[src/rtl/multi_mul.sv]
// multi_mul: one pixel times a kernel weight column, NO_COL_KERNEL lanes, registered, with kernel-column tracking.
// Define MULTI_MUL_SIGNED_EN for two's-complement operands and products (default unsigned).
module multi_mul #(
    parameter int BIT_WIDTH     = 8,
    parameter int NO_COL_KERNEL = 5
) (
    input  logic                                 i_clk,
    input  logic                                 i_rst_n,
    input  logic [BIT_WIDTH*NO_COL_KERNEL-1:0]   i_weight_col,
    input  logic [BIT_WIDTH-1:0]                 i_pix_feature_map,
    output logic [2*BIT_WIDTH*NO_COL_KERNEL-1:0] o_feature_map_col,
    output logic [2:0]                           o_kercol_cnt,
    input  logic                                 i_enable_colw,
    input  logic                                 i_enable_colip,
    output logic                                 o_ready,
    output logic                                 o_start
);
    localparam int PW = 2 * BIT_WIDTH;

    logic                            accept;
    logic [2:0]                      ptr, ptr_next;
    logic [PW*NO_COL_KERNEL-1:0]     col_next;
    logic [PW-1:0]                   pix_ext;

    assign accept   = i_enable_colw & i_enable_colip;
    assign ptr_next = (ptr == 3'(NO_COL_KERNEL - 1)) ? 3'd0 : ptr + 3'd1;

    // Extending both operands to full product width keeps the low bits exact for either signedness.
`ifdef MULTI_MUL_SIGNED_EN
    assign pix_ext = {{BIT_WIDTH{i_pix_feature_map[BIT_WIDTH-1]}}, i_pix_feature_map};
`else
    assign pix_ext = {{BIT_WIDTH{1'b0}}, i_pix_feature_map};
`endif

    for (genvar k = 0; k < NO_COL_KERNEL; k++) begin : g_lane
        logic [BIT_WIDTH-1:0] w;
        logic [PW-1:0]        w_ext;
        assign w = i_weight_col[k*BIT_WIDTH +: BIT_WIDTH];
`ifdef MULTI_MUL_SIGNED_EN
        assign w_ext = {{BIT_WIDTH{w[BIT_WIDTH-1]}}, w};
`else
        assign w_ext = {{BIT_WIDTH{1'b0}}, w};
`endif
        assign col_next[k*PW +: PW] = w_ext * pix_ext;
    end

    always_ff @(posedge i_clk or negedge i_rst_n) begin
        if (!i_rst_n) begin
            o_feature_map_col <= '0;
            o_kercol_cnt      <= '0;
            o_ready           <= 1'b0;
            o_start           <= 1'b0;
            ptr               <= '0;
        end else begin
            o_ready <= accept;
            o_start <= accept && (ptr == 3'd0);
            if (accept) begin
                o_feature_map_col <= col_next;
                o_kercol_cnt      <= ptr;
                ptr               <= ptr_next;
            end
        end
    end
endmodule

[config.mk]
export PLATFORM = sky130hd
export DESIGN_NAME = multi_mul
export DESIGN_NICKNAME = d
export VERILOG_FILES = /design/src/rtl/multi_mul.sv
export SDC_FILE = /design/constraint.sdc
export NUM_CORES = 1
export LEC_CHECK = 0
export CORE_ASPECT_RATIO = 2
export CORE_MARGIN = 10
export CORE_UTILIZATION = 48
export CTS_CLUSTER_SIZE = 14
export DETAILED_ROUTE_END_ITERATION = 10
export PLACE_DENSITY = 0.7
export SKIP_CTS_REPAIR_TIMING = 1
export SYNTH_ARGS = -nofsm -noshare
export SYNTH_HDL_FRONTEND = slang
export SYNTH_SLANG_ARGS = --single-unit
[constraint.sdc]
create_clock -name i_clk -period 1.8 [get_ports i_clk]
set_input_delay 0.18 -clock i_clk [delete_from_list [all_inputs] [get_ports i_clk]]
set_output_delay 0.18 -clock i_clk [all_outputs]
set_load 0.01 [all_outputs]
==> flow_summary_export.csv <==
group,metric,value,unit
outcome,status,"finished with violations",
outcome,violations,"negative setup slack",
global_routing,grt_pass1_wl,60700,um
worst_setup_path,path_cells,"buf_12 -> buf_12 -> buf_4 -> and2_4 -> fa_1 -> fa_1 -> fa_1 -> inv_2 -> fa_1 -> inv_2 -> ha_4 -> a21oi_4 -> o211ai_1 -> buf_4 -> a31oi_2 -> xor2_1 -> o21ai_1",
timing,finalSetupViolations,65,
timing,period_needed,3.71,ns
synth,synth_top_area_cell,"fa_1",
route,vias,11900,
placed_design,io_buffers,136,
floorplan,coreArea,0.0282,mm2
route,dr.pass1.iters,5,
clock_network,clockBufferDepth,2,
synth,syn-num-nets,1959,
worst_setup_path,crit_start,"i_pix_feature_map[6]",
worst_hold_path,hold_start,"i_weight_col[32]",
global_routing,grt_max_degree,89,
worst_setup_path,path_buf_inv,6,
run,maxCapViolCount,0,
clock_network,clock-root-buffer,"clkbuf_16",
synth,synth-edff-count,0,
worst_setup_path,critPathTopFamily,"adder cells",
synth,synth.top_cell.area_share,26.3,%
worst_setup_path,path_class,"in2reg",
clock_network,clk_pin_slew,0.07,ns
synth,syn_area,0.0137,mm2
placed_design,gp_congestion,0.922,
worst_setup_path,slowest_stage,"fa_1",
route,drt-initial-drc-count,446,
timing,skew,0.00144,ns
worst_setup_path,critical_path_required,2.06,ns
clock_network,insertion_delay,0.39,ns
global_routing,grt_pass1_vias,12800,
timing,setup_ws,-1.91,ns
route,drc,0,
power_and_ir_drop,p_per_area,1130,mW/mm2
final_layout,drive_gt1_share,30.6,%
power_and_ir_drop,power.net_switching,9.58,mW
timing,tightest_slew,0.512,ns
power_and_ir_drop,internal_power,12.5,mW
synth,synthArstFlopShare,100,%
synth,synthFlopType,"dfrtp_1",
clock_network,cts_tree,"yes",
floorplan,rows,87,
synth,yosys_warnings,0,
final_layout,fillers,2091,
power_and_ir_drop,swShare,43.4,%
power_and_ir_drop,peakVddDrop,1.12,mV
final_layout,finish.net_count,2301,
synth,synth_area_leaders,"fa_1 (26%), ha_1 (17%), dfrtp_1 (16%)",
global_routing,grtUsageTotal,20.4,%
floorplan,boundaryPins,137,
timing,fin_crit_sh,206,%
timing,whs,0.256,ns
timing,relSlewSlack,65.9,%
synth,yosys.cell_count.top_type,"and2_1",
floorplan,die_x,139,um
power_and_ir_drop,p_comb_share,76.5,%
timing,finalHoldViolCount,0,
worst_hold_path,hold_class,"in2reg",
clock_network,cts.sinks,88,
global_routing,antenna_found_initial,2,
clock_network,cts_made_buffers,9,
clock_network,h-tree-depth,3,
synth,synth_cells,1545,
synth,ys_ff_latch,88,
worst_setup_path,cp-end-kind,"register",
power_and_ir_drop,leakage,9.79,nW
worst_setup_path,arrival,3.97,ns
timing,max_freq,270,MHz
floorplan,dieHeight,259,um
placed_design,dp_hpwl,29500,um
worst_setup_path,critical_path.max_stage_delay,0.55,ns
final_layout,areaGrowthSynthToFinish,42.7,%
final_layout,fin_area,0.0195,mm2
power_and_ir_drop,seqPwrFrac,14.1,%
worst_setup_path,path_max_fanout,7,
worst_setup_path,r2r_start,"ptr[0]",
global_routing,grt-ovfl-total,0,
route,wl,41400,um
worst_setup_path,worstSetupStartpointType,"input port",
synth,syn_avg_cell_area,8.86,um2
timing,report.final.slew_viol_count,0,
synth,ys_top_cells_by_count,"and2_1 (262), inv_1 (238), nand2_1 (220)",
route,post_drt_via_cell_ratio,5.30,
route,drtAntennaViolNets,0,
synth,ys_seq_area_share,16.1,%
worst_setup_path,cp_common_cell,"fa_1",
route,routedWlPerCell,18.4,um
synth,yosysUniqueCellTypes,40,
floorplan,die_area,0.0361,mm2
timing,rsz0062_at_grt,"yes",
power_and_ir_drop,clkPwrFrac,9.4,%
floorplan,floorplan.initialDensity,48.6,%
placed_design,dpl_cell_area,0.0177,mm2
## state kept, by name (all words and copies together), names as in the netlist
signal and cells:
ptr 3, o_start 1, o_kercol_cnt 3, o_ready 1, o_feature_map_col 80
## through the flow
| stage | total power [mW] | TNS (ns) | instances | setup WS (ns) | utilization [%] |
|---|---|---|---|---|---|
| detailed placement | 17.9 | -144.53 | 2186 | -2.62 | 62.9 |
| CTS | 20.2 | -117.02 | 2202 | -2.23 | 64.0 |
| global placement | 17.5 | -141.32 | 2186 | -2.56 | 62.9 |
| global route | 24.0 | -98.68 | 2250 | -2.02 | 69.3 |
| finish | 22.1 | -92.90 | 2251 | -1.91 | 69.3 |
| floorplan | 12.1 | -86.72 | 1545 | -1.86 | - |
## path summary, 6_finish.rpt
kind / cells after the start / slack, ns / end
setup / recovery: 17 / -1.91 / o_feature_map_col[30]
hold / removal: 4 / 0.26 / o_feature_map_col[64]
setup reg to reg: 5 / 0.72 / ptr[2]
hold reg to reg: 2 / 0.48 / o_feature_map_col[64]
max in group asynchronous: 3 / 1.01 / o_feature_map_col[72]
min in group asynchronous: 3 / 0.39 / o_kercol_cnt[2]
## cell type report
cell class	instances	area, um2	area share [%]
antenna	3	7.51	0.0384
inverter	239	897	4.59
timing repair buffer	389	3920	20.1
clock inverter	7	85.1	0.435
tap	356	445	2.28
sequential	88	2200	11.3
multi-input combinational	1160	11800	60.2
clock buffer	9	225	1.15
## worst register-to-register path, stage by stage (launching register included)
cell,delay [ns]
dfrtp_1,0.39
inv_1,0.10
ha_1,0.20
nor2_1,0.06
o21ai_0,0.12
o21ai_0,0.10
## power by group through the flow
| stage | logic, mW | clock network (mW) | registers, mW |
|---|---|---|---|
| 2_1_floorplan | 8.68 | 0 | 3.44 |
| 3_3_place_gp | 14.4 | 0 | 3.13 |
| 3_5_place_dp | 14.7 | 0 | 3.15 |
| 4_1_cts | 14.9 | 2.15 | 3.13 |
| 5_1_grt | 18.6 | 2.20 | 3.20 |
| 6_report | 16.9 | 2.08 | 3.11 |
## routing by layer
layer / GRT usage, % / wire (um) / vias to the layer above
met5: 0 / 0 / -
met2: 39.1 / 22900 / 321
li1: - / - / 5563
met3: 2.82 / 1720 / 155
met1: 20.8 / 14300 / 5884
met4: 10.1 / 2450 / 0
## cells in the final DEF (no fill, tap or decap), types with 19 or more instances in the layout
cell / count
buf_6: 40
xor2_1: 30
ha_1: 130
buf_12: 23
clkdlybuf4s50_1: 88
ha_4: 49
fa_1: 161
o21ai_1: 50
a21oi_1: 23
and2_1: 188
nand2_2: 19
fa_2: 19
buf_4: 180
inv_2: 44
dlymetal6s2s_1: 20
and2_4: 74
dfrtp_1: 88
inv_1: 195
clkbuf_16: 23
nand2_1: 196
## cell families (layout without fill, tap and decap cells)
family	after synthesis	in the layout	share of synthesized area, %
AOI/OAI and AO/OA	191	191	8.27
xor gates and xnor gates	48	48	3.07
adders and majority gates	362	362	42.9
buffers and inverters	297	644	8.18
DFF	88	88	16.1
muxes	6	6	0.439
other	0	3	0
and+or+nand+nor	553	553	21.0
Power figures use the tool's default switching activity.
